$ cat src/rtl/fht_input_loader.sv
// rtl/fht_input_loader.sv - natural-order sample loader writing bit-reversed frames into four FHT RAM banks
// Owns the bank write ports while a frame fills, then hands them to the FHT and waits for it to finish.
module fht_input_loader #(
  parameter int D_BIT = 16,
  parameter int A_BIT = 8,
  parameter int N_BIT = 10
) (
  input  logic             iCLK,
  input  logic             iRESET,
  input  logic [D_BIT-1:0] iDATA,
  input  logic             iVALID,
  input  logic             iFIRST,
  output logic             oREADY,
  output logic [D_BIT-1:0] oDATA_WR,
  output logic [A_BIT-1:0] oADDR_WR,
  output logic [3:0]       oWE,
  output logic             oSOURCE_LOAD,
  output logic             oSTART,
  input  logic             iFHT_RDY,
  output logic             oFRAME_DONE,
  output logic             oSYNC_ERR,
  output logic             oSTART_ERR
);

  typedef enum logic [2:0] {
    IDLE  = 3'd0,
    LOAD  = 3'd1,
    FLUSH = 3'd2,
    START = 3'd3,
    ACK   = 3'd4,
    RUN   = 3'd5
  } state_t;

  state_t           state;
  state_t           next_state;
  logic [N_BIT-1:0] n;
  logic [N_BIT-1:0] idx;
  logic [N_BIT-1:0] rev;
  logic [1:0]       ack_cnt;
  logic             accept;
  logic             restart;

  assign accept = iVALID & oREADY;

  // iFIRST forces the accepted sample to index 0, realigning the frame
  assign idx = iFIRST ? '0 : n;

  always_comb begin
    rev = '0;
    for (int i = 0; i < N_BIT; i++) begin
      rev[i] = idx[N_BIT-1-i];
    end
  end

  always_comb begin
    next_state = state;
    case (state)
      IDLE:    if (iFHT_RDY) next_state = LOAD;
      LOAD:    if (accept && (&idx)) next_state = FLUSH;
      FLUSH:   next_state = START;
      START:   next_state = ACK;
      ACK: begin
        if (!iFHT_RDY) begin
          next_state = RUN;
        end else if (ack_cnt == 2'd3) begin
          next_state = LOAD;
        end
      end
      RUN:     if (iFHT_RDY) next_state = LOAD;
      default: next_state = IDLE;
    endcase
  end

  assign restart = ((state == ACK) || (state == RUN)) && (next_state == LOAD);

  always_ff @(posedge iCLK) begin
    if (iRESET) begin
      state        <= IDLE;
      n            <= '0;
      ack_cnt      <= '0;
      oREADY       <= 1'b0;
      oWE          <= '0;
      oADDR_WR     <= '0;
      oDATA_WR     <= '0;
      oSOURCE_LOAD <= 1'b0;
      oSTART       <= 1'b0;
      oFRAME_DONE  <= 1'b0;
      oSYNC_ERR    <= 1'b0;
      oSTART_ERR   <= 1'b0;
    end else begin
      state        <= next_state;
      oREADY       <= (next_state == LOAD);
      oSOURCE_LOAD <= (next_state == LOAD) || (next_state == FLUSH);
      oSTART       <= (next_state == START);
      oFRAME_DONE  <= (state == RUN) && (next_state == LOAD);
      oSTART_ERR   <= (state == ACK) && (next_state == LOAD);
      oSYNC_ERR    <= accept && iFIRST && (n != '0);
      ack_cnt      <= (state == ACK) ? ack_cnt + 2'd1 : 2'd0;
      oWE          <= '0;
      if (accept) begin
        oWE      <= 4'b0001 << rev[1:0];
        oADDR_WR <= rev[N_BIT-1:2];
        oDATA_WR <= iDATA;
        n        <= idx + 1'b1;
      end
      if (restart) begin
        n <= '0;
      end
    end
  end

endmodule

$ cat config.mk
export PLATFORM = sky130hd
export DESIGN_NAME = fht_input_loader
export DESIGN_NICKNAME = d
export VERILOG_FILES = /design/src/rtl/fht_input_loader.sv
export SDC_FILE = /design/constraint.sdc
export NUM_CORES = 1
export LEC_CHECK = 0
export ABC_AREA = 1
export BUFFER_PORTS_ARGS = -buffer_cell sky130_fd_sc_hd__buf_2
export CORE_ASPECT_RATIO = 0.9
export CORE_MARGIN = 2
export CORE_UTILIZATION = 50
export DETAILED_ROUTE_END_ITERATION = 8
export PLACE_DENSITY_LB_ADDON = 0.3
export REMOVE_ABC_BUFFERS = 1
export SYNTH_ARGS = -nofsm -noshare
export SYNTH_HDL_FRONTEND = slang
export SYNTH_SLANG_ARGS = --single-unit
$ cat constraint.sdc
create_clock -name iCLK -period 2.1 [get_ports iCLK]
set_input_delay 0.42 -clock iCLK [delete_from_list [all_inputs] [get_ports iCLK]]
set_output_delay 0.42 -clock iCLK [all_outputs]
set_load 0.05 [all_outputs]
* After elaboration in Yosys (flattened, before gate mapping)
Cells that the tools add are included.
** Storage, ports and cells
- Flip-flop bits (word level) :: 49
- Input port bits :: 21
- Logic and storage cells :: 48
- Output and inout port bits :: 34
** Operators by class
- Bitwise operators :: 3
- Eq/ne operators :: 9
- Reductions and logical operators :: 15
- Add/subtract/negate cells :: 2
- Shift operators :: 1
- Muxes and demuxes :: 6
** Operator list (number)
- $pmux 3 s5 :: 1
- $eq 3x2->1 const B :: 4
- $mux 3 :: 4
- $add 10x1->10 const B :: 1
- $mux 10 :: 1
- $reduce_and 10->1 :: 1
- $reduce_bool 10->1 :: 1
- $reduce_or 2->1 :: 4
- $eq 3x1->1 const B :: 2
- $eq 3x3->1 const B :: 2
- $logic_and 1x1->1 :: 6
- $shl 1x2->4 const A :: 1
- $logic_not 3->1 :: 1
- $add 2x1->2 const B :: 1
- $eq 2x2->1 const B :: 1
- $logic_or 1x1->1 :: 2
- $not 1->1 :: 2
- $and 1x1->1 :: 1

* Logic depth before layout (Yosys ltp)
Gate-level depths: netlist of run 1.
- Word-level depth :: 8
- Gate-level depth with buffers :: 11
- Mapped depth without buffers :: 11

* Worst setup path before layout of run 1
Ideal clock, no wire load.
- Path kind :: reg-to-reg
- From :: register oREADY
- To :: register n[0]
- Arrival :: 1.609 ns
- Stages on the path, launching flop included :: 9
- Setup slack :: 0.428 ns
- Setup time :: 0.063 ns
- Buffers on the path :: 0
- Data required time :: 2.037 ns
- Clock period less this slack :: 1.672 ns
- Cell sequence :: dfxtp_1 > nand3_1 > nor2_2 > nand3_1 > a21oi_2 > nor2_2 > nand2_4 > nand2_8 > nor2_2
** On the way
- Cells in the longest elaborated chain, start to end :: 7
** Ends and longest elaborated chain
- start: declaration :: line 13 : output logic oREADY,
- start signal: assignment :: line 92 : oREADY <= (next_state == LOAD);
- $and 1x1->1 * :: line 43 : assign accept = iVALID & oREADY;
- $logic_and 1x1->1 :: line 59 : LOAD: if (accept && (&idx)) next_state = FLUSH;
- $mux 3 :: line 59
- $pmux 3 s5 :: line 57 : case (state)
- $eq 3x1->1 :: line 74 : assign restart = ((state == ACK) || (state == RUN)) && (next_state == LOAD);
- $logic_and 1x1->1 :: line 74
- $reduce_or 2->1 (no line)
- end signal: assignment :: line 104 : n <= idx + 1'b1;
- end: declaration :: line 36 : logic [N_BIT-1:0] n;
Mark *: on every way between the ends. The rest lies on a longest branch, timed or not.
A chain may end at the register's enable or synchronous reset.

* Worst setup path after layout of run 1
- From :: register n[1]
- To :: register n[1]
** On the way
- Cells in the longest elaborated chain, start to end :: 8
- Elaborated cells on any way between the ends :: 9
- Classes of those cells :: 1 x add/sub; 1 x eq/ne; 3 x mux; 4 x reduce/logical
** Ends and longest elaborated chain
- $mux 10 * :: line 46 : assign idx = iFIRST ? '0 : n;
- named net idx[1] :: line 37 : logic [N_BIT-1:0] idx;
- $reduce_and 10->1 :: line 59
- $logic_and 1x1->1 :: line 59
- $mux 3 :: line 59
- $pmux 3 s5 :: line 57
- $eq 3x1->1 :: line 74
- $logic_and 1x1->1 :: line 74
- $reduce_or 2->1 (no line)
Mark *: on every way through the listed nets, which the timed path passes. The rest lies on a longest branch.

==> run metrics, run 1 <==
status finished clean; DRC viols 0; RR Startpoint n[1]; Slew Viols, Final 0; share of cells above drive strength 1 roughly 28%; CP startpoint kind flop; commonest non-fill, non-tap cells in the layout 54 x buf_2, 49 x nor2_1, 49 x dfxtp_1, 31 x nand2_1, 25 x o21ai_0; CTS clk-pin slew, worst paths 80 ps; total CTS buffers 5; worst skew pair latency 300 ps; leakage 1.04 nW; Yosys cell types 29; first-pass GRT wire length 7.04 mm; clk_skew 5.00 ps; cell taking the most area after synthesis dfxtp_1; vias per std cell ~5.0; GRT Util Overall 19.9%; Starting Density 52.7%; post-cts resize count 0; drt wl/cell about 11 um; leading cell type in the layout, fill and taps excluded buf_2; crit end category flop; Layout fillers roughly 340; YS warnings 0; largest net degree at the start of global routing 23; Seq/Total Area, Yosys about half; I/O Buffers 54; Relative slew margins 77.2%; FF+latch count, synth 49; vias in the first global route 1,587; die width ~70 um; first-pass iteration count of the detailed router 4; Final #Nets 328; RSZ-0062 raised after global routing false; CTS tree yes; num ports 55; worst ir drop on vdd between 0.4 and 0.5 mV; Post-CTS Hold Buffers 0; post-route cell area 2390 sq um; routability-driven placement congestion ratio 0.792; setup violators final 0; hpwl dp 2.91 mm; top cells by area, synth dfxtp_1 49%, nor2_1 9.3%, o21ai_0 6.3%; post-CTS setup buffer count 0; r2r setup slk 350 ps; via count 1,750; Post-Place Cells 344; area of the die between 4000 and 5000 sq um; Peak Freq 0.572 GHz; antenna violations before repair 0; TritonCTS Sinks 49; setup_tns 0 ps; # diodes 0; core area 3760 sq um; root buf cell clkbuf_8; fin crit period ~1700 ps; PD cells 781 nW/um^2; crit-path max FO 10; hold slack 359 ps; synthesized area 1980 sq um; WP data required 2340 ps; Syn Area/Cell 7.99 sq um; H-tree Lvls 2; initial drt markers 99; Critical R2R Capture n[1]; GRT overflow 0; Hold Path Origin iFIRST; Gate Count Post-Synth 248; final hold vios 0; Post-DP Area approximately 2300 sq um; crit path kind reg -> reg; Tcrit/Tclk final 83.2%; drt total wl roughly 4 mm; end of the worst hold path oWE[1]; Hold Path Stages 2; Die H 63.7 um; Row Count 21; deepest clock path buffer count 2; Reg2Reg Depth 11; Hold WC Path Type in -> reg; max-cap violation count 0; Critical Path AT 1990 ps; area delta synth->final 20.6%; Layout Cells excl Fill 351; Post-DRT Antenna Nets 0; Synth top area share between 40 and 50%; Slew @ Worst Pin approximately 340 ps
-- worst max-delay path: stages (launching register included) --
cell,delay (ps)
dfxtp_1,350
inv_1,70
nor2_1,140
ha_1,170
nand3_1,110
nor2_2,210
nand4_1,180
nand3_1,130
nor2_2,60
nand2_4,80
nand2_8,100
nor2_2,90
-- logic make-up after synthesis --
kind of cell / after synthesis / share of synthesized area [%]
AOI/OAI and AO/OA: 38 / 10.2
xor gates and xnor gates: 7 / 3.09
adders and majority gates: 2 / 1.26
DFF: 49 / 49.5
and+or+nand+nor: 125 / 30.4
buffers and inverters: 27 / 5.62
-- per-layer routing --
metal | share of wire (%) | vias to the layer above | GRT usage [%] | wire, um
li1 | - | 915 | - | -
met1 | 47 | 785 | 24.9 | 1900
met2 | 46 | 44 | 32.3 | 1840
met3 | 5.4 | 6 | 6.31 | 219
met4 | 1.6 | 0 | 7.21 | 65
met5 | 0 | - | 0 | 0
-- cell usage after synthesis --
cell type	number
dfxtp_1	49
nor2_1	49
nand2_1	31
o21ai_0	25
inv_1	17
nand3_1	14
nor2_2	13
a21oi_1	9
nor3_1	7
clkbuf_1	5
xor2_1	5
buf_2	2
ha_1	2
nor2_4	2
nor3b_1	2
nor4_1	2
xnor2_1	2
a21oi_2	1
a31oi_1	1
a32oi_1	1
buf_1	1
buf_6	1
inv_2	1
nand2_4	1
nand2_8	1
nand3_2	1
nand3_4	1
nand4_1	1
o21bai_1	1
-- sequential cells by signal (all words and copies together) (netlist names) --
signal        cells
oSOURCE_LOAD      1
oFRAME_DONE       1
oADDR_WR          8
oWE               4
n                10
state             3
oSTART            1
oREADY            1
oSTART_ERR        1
oSYNC_ERR         1
oDATA_WR         16
ack_cnt           2
-- through the flow --
| step | utilization, % | power, mW | setup WS, ps |
|---|---|---|---|
| after floorplan | - | 1.25 | -264 |
| after global placement | 61.3 | 1.35 | 273 |
| after detailed placement | 61.3 | 1.35 | 203 |
| after CTS | 63.6 | 1.89 | 344 |
| after global routing | 63.6 | 1.96 | 115 |
| final | 63.6 | 1.87 | 352 |
-- how the worst max path moves through the flow --
stage | from | end | slack, ps | cells after the start
global route | n[0] | n[1] | 110 | 11
CTS | n[1] | n[9] | 340 | 11
global placement | iFIRST | n[9] | 270 | 11
floorplan | oREADY | n[2] | -260 | 6
finish | n[1] | n[1] | 350 | 11
detailed placement | iFIRST | n[9] | 200 | 11
-- layout make-up --
type                       count  area, sq um  area share, %
tap                           46         57.6           2.41
multi-input combinational    172          890           37.2
sequential                    49          981           41.0
clock buffer                   7         86.3           3.61
timing repair buffer          59          308           12.9
inverter                      18         67.6           2.83
-- where the power goes --
group | switching [mW] | leakage [nW] | internal, mW
Combinational | 0.246 | 0.594 | 0.0882
Clock | 0.278 | 0.0443 | 0.261
Sequential | 0.0212 | 0.399 | 0.972
Total | 0.545 | 1.04 | 1.32
Power figures use the tool's default switching activity.
==> inputs of run 2 (changes only) <==
--- a/config.mk
+++ b/config.mk
@@ -9,7 +9,7 @@
 export BUFFER_PORTS_ARGS = -buffer_cell sky130_fd_sc_hd__buf_2
 export CORE_ASPECT_RATIO = 0.9
 export CORE_MARGIN = 2
-export CORE_UTILIZATION = 50
+export CORE_UTILIZATION = 46
 export DETAILED_ROUTE_END_ITERATION = 8
 export PLACE_DENSITY_LB_ADDON = 0.3
 export REMOVE_ABC_BUFFERS = 1
==> constraint.sdc (replaced) <==
create_clock -name iCLK -period 1.4 [get_ports iCLK]
set_input_delay 0.28 -clock iCLK [delete_from_list [all_inputs] [get_ports iCLK]]
set_output_delay 0.28 -clock iCLK [all_outputs]
set_load 0.05 [all_outputs]
==> run 2 against run 1 <==
Against the previous run:
- the run now ends with negative setup slack left
- final cell count is 11% higher
- die area is 8.2% higher
- count of clock-buffer cells in the layout stayed put
- critical path depth stayed put
- worst setup slack worse by 600 ps
- global-route usage is 1.5 points higher
- flip-flop and latch count stayed put
- via count is 11% higher
- sequential share of layout area is 6.5 points lower
- largest power group unchanged
==> run metrics, run 2 (synthesis results as in run 1) <==
Die H 66.3 um; CP startpoint kind flop; max-cap violation count 0; Critical R2R Capture n[3]; status finished with violations; antenna violations before repair 0; first-pass iteration count of the detailed router 4; Largest regs oDATA_WR: 16 flops, n: 10 flops, oADDR_WR: 8 flops; Slew Viols, Final 0; crit-path max FO 5; PnR worst setup slack -252 ps; clk_skew 6.60 ps; Post-DRT Antenna Nets 0; Util after Layout between 60 and 70%; die width 73.2 um; first-pass GRT wire length ~8.1 mm; num ports 55; failing checks negative setup slack; leading cell type in the layout, fill and taps excluded buf_2; # diodes 0; Row Count 22; Peak Freq around 0.61 GHz; H-tree Lvls 2; Hold Path Origin iDATA[14]; GRT overflow 0; initial drt markers 179; crit end category flop; I/O Buffers 54; area of the die about 4900 sq um; max reg flops 16; Hold Path Stages 3; Reg with most FFs oDATA_WR; Slew @ Worst Pin 334 ps; RR Startpoint n[0]; root buf cell clkbuf_8; Post-CTS Hold Buffers 0; Hold WC Path Type in -> reg; crit path kind reg -> reg; Final #Nets ~370; DRC viols 0; Sequential Area 985 sq um; pre-CTS WS -312 ps; final hold vios 0; Layout fillers 332; vias per std cell roughly 5; largest net degree at the start of global routing 27; r2r setup slk -250 ps; PD cells between 1000 and 1500 nW/um^2; RSZ-0062 raised after global routing true; end of the worst hold path oDATA_WR[14]; drt total wl 5.03 mm; worst ir drop on vdd 0.537 mV; routability-driven placement congestion ratio 0.820; commonest non-fill, non-tap cells in the layout 54 x buf_2, 46 x dfxtp_1, 45 x nor2_1, 40 x buf_4, 29 x nand2_1; GRT Util Overall 21.4%; multi-input logic area roughly 1000 sq um; share of cells above drive strength 1 41.7%; WP data required 1650 ps; fin crit period between 1500 and 2000 ps; Critical Path AT 1900 ps; Starting Density between 40% and 50%; hpwl dp between 3 and 4 mm; Relative slew margins 77.7%; vias in the first global route 1,798; leakage ~1.3 nW; drt wl/cell ~13 um; Tcrit/Tclk final 118%; TritonCTS Sinks just under 50; setup violators final 16; core area 4100 sq um; Reg2Reg Depth 11; via count around 1,900; CTS clk-pin slew, worst paths 80 ps; CTS tree yes; total CTS buffers 5; area delta synth->final 43.8%; worst skew pair latency 300 ps; deepest clock path buffer count 2; Total Power 3.13 mW
[run 2: changes by cell type in the layout (fill, tap and decap cells not counted), sizes merged]
cell | previous run | this run
nand2 | 33 | 34
bufinv | 0 | 1
buf | 59 | 95
[run 2: how the worst max path moves through the flow]
stage                start  endpoint  slack, ps  cells after the start
CTS                   n[1]      n[0]       -190                     11
global placement    iFIRST      n[9]       -220                     11
floorplan           oREADY      n[2]       -960                      6
global route          n[1]      n[6]       -340                     11
finish                n[0]      n[3]       -250                     11
detailed placement  iFIRST      n[3]       -310                     11
[run 2: timing repair]
item	in CTS	in global routing
gates resized for setup	12	23
gates cloned	1	0
pin swaps	7	11
setup buffers	5	3
endpoints found under the setup margin	16	22
[run 2: worst max-delay path, stage by stage (launching register included)]
cell and delay (ps):
dfxtp_2 340, inv_2 50, nor2_4 130, ha_4 160
nand3_4 70, nor2_4 150, nand3_2 100, a21oi_4 190
nor2_4 60, nand2_4 130, nand2_8 100, nor2_4 110
[run 2: through the flow]
stage / std cells / setup TNS, ps / hold WS [ps] / cell area (sq um)
floorplan: 239 / -21580 / 349 / 1940
global placement: 376 / -2710 / 422 / 2530
detailed placement: 376 / -3980 / 426 / 2530
CTS: 389 / -2030 / 220 / 2730
global route: 391 / -4790 / 251 / 2850
finish: 391 / -2970 / 225 / 2850
[run 2: area by class of cell]
class                      count  share of cell area [%]
clock buffer                   7                    3.03
clock inverter                 1                    1.05
inverter                      18                    2.37
multi-input combinational    173                    36.5
sequential                    49                    34.5
tap                           48                    2.11
timing repair buffer          95                    20.4
[run 2: report_power, final]
part | switching [mW] | internal (mW) | total, mW
logic | 0.415 | 0.191 | 0.605
clock network | 0.453 | 0.582 | 1.04
registers | 0.0335 | 1.46 | 1.49
[run 2: per-layer routing]
metal  vias to the layer above  part of all wire [%]  routed length (um)  track usage [%]
li1                        987                     -                   -                -
met1                       899                    45                2270             26.7
met2                        49                    48                2420             35.5
met3                        14                   4.3                 215             4.27
met4                         0                   2.3                 116             9.72
met5                         -                     0                   0                0
